$ cat src/rtl/ram_arb_pkg.sv
// Shared constants and types for the two-port RAM arbiter.
package ram_arb_pkg;

  localparam logic PORT_CPU    = 1'b0;
  localparam logic PORT_LOADER = 1'b1;

  localparam int unsigned DEFAULT_ADDR_WIDTH = 9;
  localparam int unsigned DEFAULT_DATA_WIDTH = 8;

  // Travels alongside a read so its data is handed only to the issuing port.
  typedef struct packed {
    logic valid;
    logic owner;
  } read_tag_t;

endpackage

$ cat src/rtl/rr_arbiter2.sv
// Two-way request picker: round-robin on contention, or port 0 always wins
// when FIXED_PRIORITY is set. Purely combinational.
module rr_arbiter2 #(
  parameter bit FIXED_PRIORITY = 1'b0
) (
  input  logic [1:0] i_req,
  input  logic       i_lastGrant,
  output logic [1:0] o_grant
);

  always_comb begin
    o_grant = 2'b00;
    unique case (i_req)
      2'b01: o_grant = 2'b01;
      2'b10: o_grant = 2'b10;
      // On a tie the port that did not win last time goes next.
      2'b11: begin
        if (FIXED_PRIORITY) o_grant = 2'b01;
        else                o_grant = i_lastGrant ? 2'b01 : 2'b10;
      end
      default: o_grant = 2'b00;
    endcase
  end

endmodule

$ cat src/rtl/ram_arbiter.sv
// Shares a single-port RAM between the CPU bus (port 0) and the loader
// (port 1); RAM controls are registered and reads are tagged by owner.
module ram_arbiter
  import ram_arb_pkg::*;
#(
  parameter int unsigned ADDR_WIDTH     = DEFAULT_ADDR_WIDTH,
  parameter int unsigned DATA_WIDTH     = DEFAULT_DATA_WIDTH,
  parameter bit          FIXED_PRIORITY = 1'b0
) (
  input  logic                  raw_clk,
  input  logic                  reset_n,

  input  logic                  p0_req,
  input  logic                  p0_we,
  input  logic [ADDR_WIDTH-1:0] p0_address,
  input  logic [DATA_WIDTH-1:0] p0_wdata,
  output logic                  p0_ack,
  output logic [DATA_WIDTH-1:0] p0_rdata,
  output logic                  p0_rvalid,

  input  logic                  p1_req,
  input  logic                  p1_we,
  input  logic [ADDR_WIDTH-1:0] p1_address,
  input  logic [DATA_WIDTH-1:0] p1_wdata,
  output logic                  p1_ack,
  output logic [DATA_WIDTH-1:0] p1_rdata,
  output logic                  p1_rvalid,

  output logic [ADDR_WIDTH-1:0] ram_address,
  output logic [DATA_WIDTH-1:0] ram_data_in,
  output logic                  ram_write_enable,
  input  logic [DATA_WIDTH-1:0] ram_data_out
);

  logic [1:0]            w_grant;
  logic                  w_any;
  logic                  w_sel;
  logic                  w_selWe;
  logic [ADDR_WIDTH-1:0] w_selAddr;
  logic [DATA_WIDTH-1:0] w_selWdata;

  logic                  r_lastGrant;
  logic [ADDR_WIDTH-1:0] r_ramAddress;
  logic [DATA_WIDTH-1:0] r_ramDataIn;
  logic                  r_ramWe;
  read_tag_t             r_tag1;
  read_tag_t             r_tag2;

  rr_arbiter2 #(
    .FIXED_PRIORITY(FIXED_PRIORITY)
  ) u_pick (
    .i_req      ({p1_req, p0_req}),
    .i_lastGrant(r_lastGrant),
    .o_grant    (w_grant)
  );

  always_comb begin
    w_any      = |w_grant;
    w_sel      = w_grant[1];
    w_selWe    = w_sel ? p1_we      : p0_we;
    w_selAddr  = w_sel ? p1_address : p0_address;
    w_selWdata = w_sel ? p1_wdata   : p0_wdata;
  end

  // Write enable drops on idle cycles so the RAM never repeats a write;
  // address and data simply hold.
  always_ff @(posedge raw_clk or negedge reset_n) begin
    if (!reset_n) begin
      r_lastGrant  <= PORT_LOADER;
      r_ramAddress <= '0;
      r_ramDataIn  <= '0;
      r_ramWe      <= 1'b0;
      r_tag1       <= '0;
      r_tag2       <= '0;
    end else begin
      if (w_any) begin
        r_lastGrant  <= w_sel;
        r_ramAddress <= w_selAddr;
        r_ramDataIn  <= w_selWdata;
        r_ramWe      <= w_selWe;
      end else begin
        r_ramWe      <= 1'b0;
      end
      r_tag1 <= '{valid: w_any && !w_selWe, owner: w_sel};
      r_tag2 <= r_tag1;
    end
  end

  assign p0_ack           = w_grant[0];
  assign p1_ack           = w_grant[1];
  assign ram_address      = r_ramAddress;
  assign ram_data_in      = r_ramDataIn;
  assign ram_write_enable = r_ramWe;
  assign p0_rdata         = ram_data_out;
  assign p1_rdata         = ram_data_out;
  assign p0_rvalid        = r_tag2.valid && (r_tag2.owner == PORT_CPU);
  assign p1_rvalid        = r_tag2.valid && (r_tag2.owner == PORT_LOADER);

endmodule
$ cat config.mk
export PLATFORM = sky130hd
export DESIGN_NAME = ram_arbiter
export DESIGN_NICKNAME = d
export VERILOG_FILES = /design/src/rtl/ram_arb_pkg.sv /design/src/rtl/rr_arbiter2.sv /design/src/rtl/ram_arbiter.sv
export SDC_FILE = /design/constraint.sdc
export NUM_CORES = 1
export LEC_CHECK = 0
export CORE_MARGIN = 4
export CORE_UTILIZATION = 27
export CTS_CLUSTER_SIZE = 16
export DETAILED_ROUTE_END_ITERATION = 8
export SLEW_MARGIN = 25
export SYNTH_ARGS = -nofsm -noshare
export SYNTH_HDL_FRONTEND = slang
export SYNTH_SLANG_ARGS = --single-unit
$ cat constraint.sdc
create_clock -name raw_clk -period 3 [get_ports raw_clk]
set_input_delay 0.9 -clock raw_clk [delete_from_list [all_inputs] [get_ports raw_clk]]
set_output_delay 0.9 -clock raw_clk [all_outputs]
set_load 0.01 [all_outputs]
==> impl_metrics.yaml, run 1 <==
outcome:
  status: "finished, final reports clean"
cells_and_area:
  final_area_um2: 1940
  finalNonFillerCells: 240
  syn_to_final_growth_pct: 41.8
  fin_nets: 222
  drive_gt1_frac: 0.0809
  antennaDiodeCount: 0
floorplan:
  die-width_um: 79.2
  die_area_um2: 6270
  core-area_um2: 4820
  io_pins: 86
  initial_core_util: 0.284
  die_h_um: 79.2
  rows: 25
hold_path:
  min-delay-start: "r_tag1[1]$_DFF_PN0_"
  hold_end: "r_tag2[1]$_DFF_PN0_"
  whs_path_depth: 0
  hold_path_class: "flop to flop"
routing:
  wl_um: 3530
  route.detailed.drc: 0
  ant_nets: 0
  vias: 1115
  avgRoutedWirePerCell_um: 14.7
  drt_iter0_drc: 59
  firstDrtPassIters: 4
  via_per_inst: 4.65
flow_run:
  maxCapViolCount: 0
global_routing:
  grt_max_degree: 35
  antenna_found_initial: 0
  grt_overflow: 0
  use_met3: 0.0295
  grt_pass1_wl_um: 5750
  grt.total_usage: 0.116
  global_route.peak_usage_layer: "met2"
  grt_util_met1: 0.131
  grt_pass1_vias: 1223
  use_met2: 0.205
setup_path:
  worst-r2r-cell-count: 4
  critPathCaptureType: "output pin"
  r2r_start: "r_lastGrant$_DFFE_PN1P_"
  cpPeakStageDelay_ps: 540
  required_ps: 2100
  crit_chain: "clkdlybuf4s50_1 -> nand2_1 -> inv_1 -> dlygate4sd2_1"
  start_kind: "input port"
  crit_arrival_ps: 1880
  r2r_slack_ps: 1510
  reg2reg_to: "ram_data_in[7]$_DFFE_PN0P_"
  crit_type: "input port to output pin"
  cp_slowest_cell: "clkdlybuf4s50_1"
  crit_fanout: 4
placed_design:
  pre_cts_slack_ps: -68.3
  gp_congestion: 0.729
  dp_hpwl_um: 2580
  place_inst: 236
  placed_area_um2: 1890
  io_buffer_count: 61
yosys:
  yosysSeqAreaShare: 0.422
  synth_warnings: 0
  synth_area_leaders: "dfrtp_1, mux2i_1, and3b_1"
  synth_seq_cells: 23
  netlist_area_um2: 1370
  yosysTopAreaCell: "dfrtp_1"
  synth_nets: 178
  avgSynthCellArea_um2: 10.5
  synth.top_cell.area_share: 0.403
  synth.distinct_cells: 19
  syn-instance-count: 130
timing:
  fin_crit_sh: 0.925
  worst_pin_slew_ps: 432
  rsz0062_at_grt: "false"
  finalSetupViolations: 0
  worst_slack_ps: 224
  hold_viol: 0
  finalClockSkew_ps: 0.921
  fin_crit_ps: 2780
  slew_violations: 0
  whs_ps: 354
  fmax_ghz: 0.360
  max_slew_margin: 0.712
pwr:
  p_total_uw: 838
  p_seq_frac: 0.458
  p_switching_uw: 232
  p_clk_frac: 0.226
  max-vdd-ir-drop_mv: 0.165
  power.leakage_nw: 0.867
  swShare: 0.277
  pwr-share-comb: 0.316
  intPower_uw: 606
  powerDensity_nw_per_um2: 432
clocking:
  clock_latency_ps: 260
  path_clk_slew_ps: 80
  cts.path.max_buffers: 2
  cts_sinks: 23
  htree_levels: 1
  tritoncts.num_buffers: 3
  cts_tree: "yes"
  cts_hold_buf: 0
  clockRootBuffer: "clkbuf_8"
## power groups by stage
stage / Combinational [mW] / Clock [mW] / Sequential, mW
after floorplan: 0.135 / 0 / 0.391
after global placement: 0.264 / 0 / 0.387
after detailed placement: 0.270 / 0 / 0.388
after CTS: 0.269 / 0.200 / 0.384
after global routing: 0.287 / 0.216 / 0.390
final: 0.265 / 0.189 / 0.384
## critical path: cells and delay by family
| family | cells | cell delay, ps |
|---|---|---|
| AND/OR/NAND/NOR | 1 | 90 |
| buffers and inverters | 3 | 880 |
## state kept, by name, indices dropped and copies added (netlist names)
signal	cells
r_lastGrant	1
ram_write_enable	1
r_tag2	2
ram_data_in	8
r_tag1	2
ram_address	9
## final cells by class
class / count / area (um2)
fill: 488 / 2880
timing repair buffer: 67 / 648
sequential: 23 / 577
multi-input combinational: 77 / 577
tap: 67 / 83.8
clock buffer: 3 / 41.3
inverter: 2 / 7.51
clock inverter: 1 / 5.00
## through the flow
| step | util | setup TNS, ps |
|---|---|---|
| 4_1_cts | 0.403 | 0 |
| 3_3_place_gp | 0.393 | -26.6 |
| 3_5_place_dp | 0.393 | -98.5 |
| 5_1_grt | 0.403 | 0 |
| 6_report | 0.403 | 0 |
| 2_1_floorplan | - | 0 |
## placed cells by master (no fill, tap or decap)
| master | count |
|---|---|
| and2_1 | 1 |
| clkbuf_8 | 3 |
| nand2_1 | 1 |
| a21boi_2 | 1 |
| nand2b_4 | 1 |
| nand2b_1 | 1 |
| o21ai_1 | 10 |
| dfrtp_1 | 22 |
| dlygate4sd2_1 | 2 |
| o21ai_0 | 9 |
| nor2b_1 | 1 |
| clkinv_2 | 1 |
| a22o_1 | 1 |
| clkdlybuf4s50_1 | 58 |
| a31oi_1 | 17 |
| mux2i_1 | 17 |
| buf_2 | 1 |
| and3b_1 | 17 |
| buf_4 | 6 |
| dfstp_2 | 1 |
| inv_1 | 2 |
## cells by family after synthesis
logic type,after synthesis,synth area share
AO/OA/AOI/OAI,38,0.159
buffers and inverters,30,0.159
flip-flops,23,0.422
multiplexers,17,0.124
AND/OR/NAND/NOR,22,0.135
## how the worst max path moves through the flow
| stage | start | end | slack (ps) | cells after the start |
|---|---|---|---|---|
| 2_1_floorplan | p0_req | p1_ack | 720 | 2 |
| 3_3_place_gp | p0_req | p1_ack | -30 | 3 |
| 3_5_place_dp | p0_req | p1_ack | -70 | 3 |
| 4_1_cts | p0_req | p0_ack | 210 | 4 |
| 5_1_grt | p0_req | p0_ack | 180 | 4 |
| 6_report | p0_req | p0_ack | 220 | 4 |
## what timing repair did
action                                 in CTS  in global routing
gates resized for setup                     3                  0
buffers inserted                            0                  0
endpoints found under the hold margin       0                  0
setup endpoints to repair                   2                  0
## synth_stat cells, drive strengths merged
master,instances
inv,2
a22o,1
dfrtp,22
a21boi,1
a31oi,17
nor2b,1
and2,1
and3b,17
mux2i,17
clkbuf,2
dfstp,1
o21ai,19
nand2b,2
nand2,1
buf,26
## per-layer routing
| metal | part of all wire | vias up |
|---|---|---|
| met5 | 0 | - |
| met4 | 0.015 | 0 |
| met3 | 0.058 | 7 |
| met2 | 0.50 | 33 |
| met1 | 0.43 | 536 |
| li1 | - | 539 |
No activity file was read; power rests on OpenSTA's default activity.
==> run 2: changes to the inputs <==
- CORE_UTILIZATION: 27 -> 25
==> impl_metrics.yaml, run 2 (same netlist as run 1, synthesis figures left out) <==
floorplan:
  initial_core_util: 0.263
  die-width_um: 82.0
  rows: 26
  die_area_um2: 6720
  core-area_um2: 5200
  die_h_um: 82.0
  io_pins: 86
pwr:
  intPower_uw: 609
  p_total_uw: 844
  pwr-share-comb: 0.326
  p_seq_frac: 0.442
  power.leakage_nw: 0.877
  powerDensity_nw_per_um2: 432
  max-vdd-ir-drop_mv: 0.148
  p_clk_frac: 0.232
  p_switching_uw: 236
  swShare: 0.279
global_routing:
  grt_max_degree: 24
  grt.total_usage: 0.111
  antenna_found_initial: 0
  grt_overflow: 0
  grt_pass1_vias: 1189
  grt_pass1_wl_um: 5730
placed_design:
  pre_cts_slack_ps: -20.4
  gp_congestion: 0.635
  io_buffer_count: 61
  dp_hpwl_um: 2530
  placed_area_um2: 1910
timing:
  fin_crit_ps: 2740
  worst_pin_slew_ps: 309
  hold_viol: 0
  fmax_ghz: 0.364
  slew_violations: 0
  finalClockSkew_ps: 2.62
  whs_ps: 356
  finalSetupViolations: 0
  rsz0062_at_grt: "false"
  tns_ps: 0
  fin_crit_sh: 0.915
  worst_slack_ps: 256
  max_slew_margin: 0.794
clocking:
  clock_latency_ps: 260
  cts_sinks: 23
  cts.path.max_buffers: 2
  htree_levels: 1
  tritoncts.num_buffers: 3
  cts_tree: "yes"
  path_clk_slew_ps: 90
  cts_hold_buf: 0
  clockRootBuffer: "clkbuf_8"
cells_and_area:
  layout_common_cells: "clkdlybuf4s50_1, dfrtp_1, mux2i_1, and3b_1, a31oi_1"
  antennaDiodeCount: 0
  fillCellCount: 553
  syn_to_final_growth_pct: 42.9
  drive_gt1_frac: 0.0857
  fin_nets: 224
  largest_register_ffs: 9
  final_area_um2: 1950
  layout_commonest_cell: "clkdlybuf4s50_1"
setup_path:
  crit_arrival_ps: 1840
  start_kind: "input port"
  r2r_slack_ps: 1670
  worst-r2r-cell-count: 4
  cpPeakStageDelay_ps: 460
  critPathCaptureType: "output pin"
  r2r_start: "r_lastGrant$_DFFE_PN1P_"
  required_ps: 2100
  cp_slowest_cell: "clkdlybuf4s50_1"
  crit_chain: "clkdlybuf4s50_1 -> a21boi_1 -> dlygate4sd2_1"
  reg2reg_to: "ram_data_in[2]$_DFFE_PN0P_"
  crit_type: "input port to output pin"
  crit_fanout: 4
routing:
  route.detailed.drc: 0
  avgRoutedWirePerCell_um: 14.3
  wl_um: 3510
  vias: 1100
  firstDrtPassIters: 4
  drt_iter0_drc: 31
  via_per_inst: 4.49
  ant_nets: 0
hold_path:
  hold_end: "r_tag2[1]$_DFF_PN0_"
  whs_path_depth: 0
  min-delay-start: "r_tag1[1]$_DFF_PN0_"
  hold_path_class: "flop to flop"
flow_run:
  maxCapViolCount: 0
outcome:
  status: "finished, final reports clean"
## run 2: per-stage QoR
stage               instances   util
finish                    245  0.375
global route              245  0.375
CTS                       245  0.375
detailed placement        241  0.367
global placement          241  0.367
floorplan                 130      -
## run 2: cell type report
class / count / area [um2] / share of cell area
clock buffers: 3 / 41.3 / 0.0211
repair buffers: 69 / 663 / 0.339
inverters: 2 / 7.51 / 0.00384
well taps: 70 / 87.6 / 0.0448
multi-input cells: 77 / 573 / 0.293
flip-flops and latches: 23 / 577 / 0.295
clock inverters: 1 / 5.00 / 0.00256
## run 2: layer usage
| metal | global-route usage | part of all wire | vias up |
|---|---|---|---|
| met3 | 0.0154 | 0.046 | 2 |
| met5 | 0 | 0 | - |
| met4 | 0.0465 | 0.011 | 0 |
| met1 | 0.133 | 0.45 | 529 |
| li1 | - | - | 543 |
| met2 | 0.199 | 0.50 | 26 |
## run 2: critical path: cells and delay by family
family                 cells  cell delay [ps]
buffers and inverters      2              750
AOI/OAI and AO/OA          1              190
## run 2: power by group through the flow
stage	Combinational, mW	Sequential [mW]	Clock [mW]
CTS	0.281	0.374	0.208
global route	0.303	0.380	0.224
floorplan	0.135	0.391	0
global placement	0.279	0.379	0
detailed placement	0.282	0.378	0
finish	0.275	0.373	0.196
## run 2: worst max path at each step
stage                 from      to  slack, ps  depth (start not counted)
floorplan           p0_req  p1_ack        720                          2
global placement    p0_req  p1_ack        -10                          3
detailed placement  p0_req  p1_ack        -20                          3
global route        p0_req  p1_ack        150                          3
CTS                 p0_req  p0_ack        250                          4
finish              p0_req  p1_ack        260                          3
## run 2: repair_timing
item | in CTS | in global routing
endpoints found under the hold margin | 0 | 0
resized for setup | 2 | 0
setup endpoints to repair | 2 | 0
buffers inserted | 0 | 0
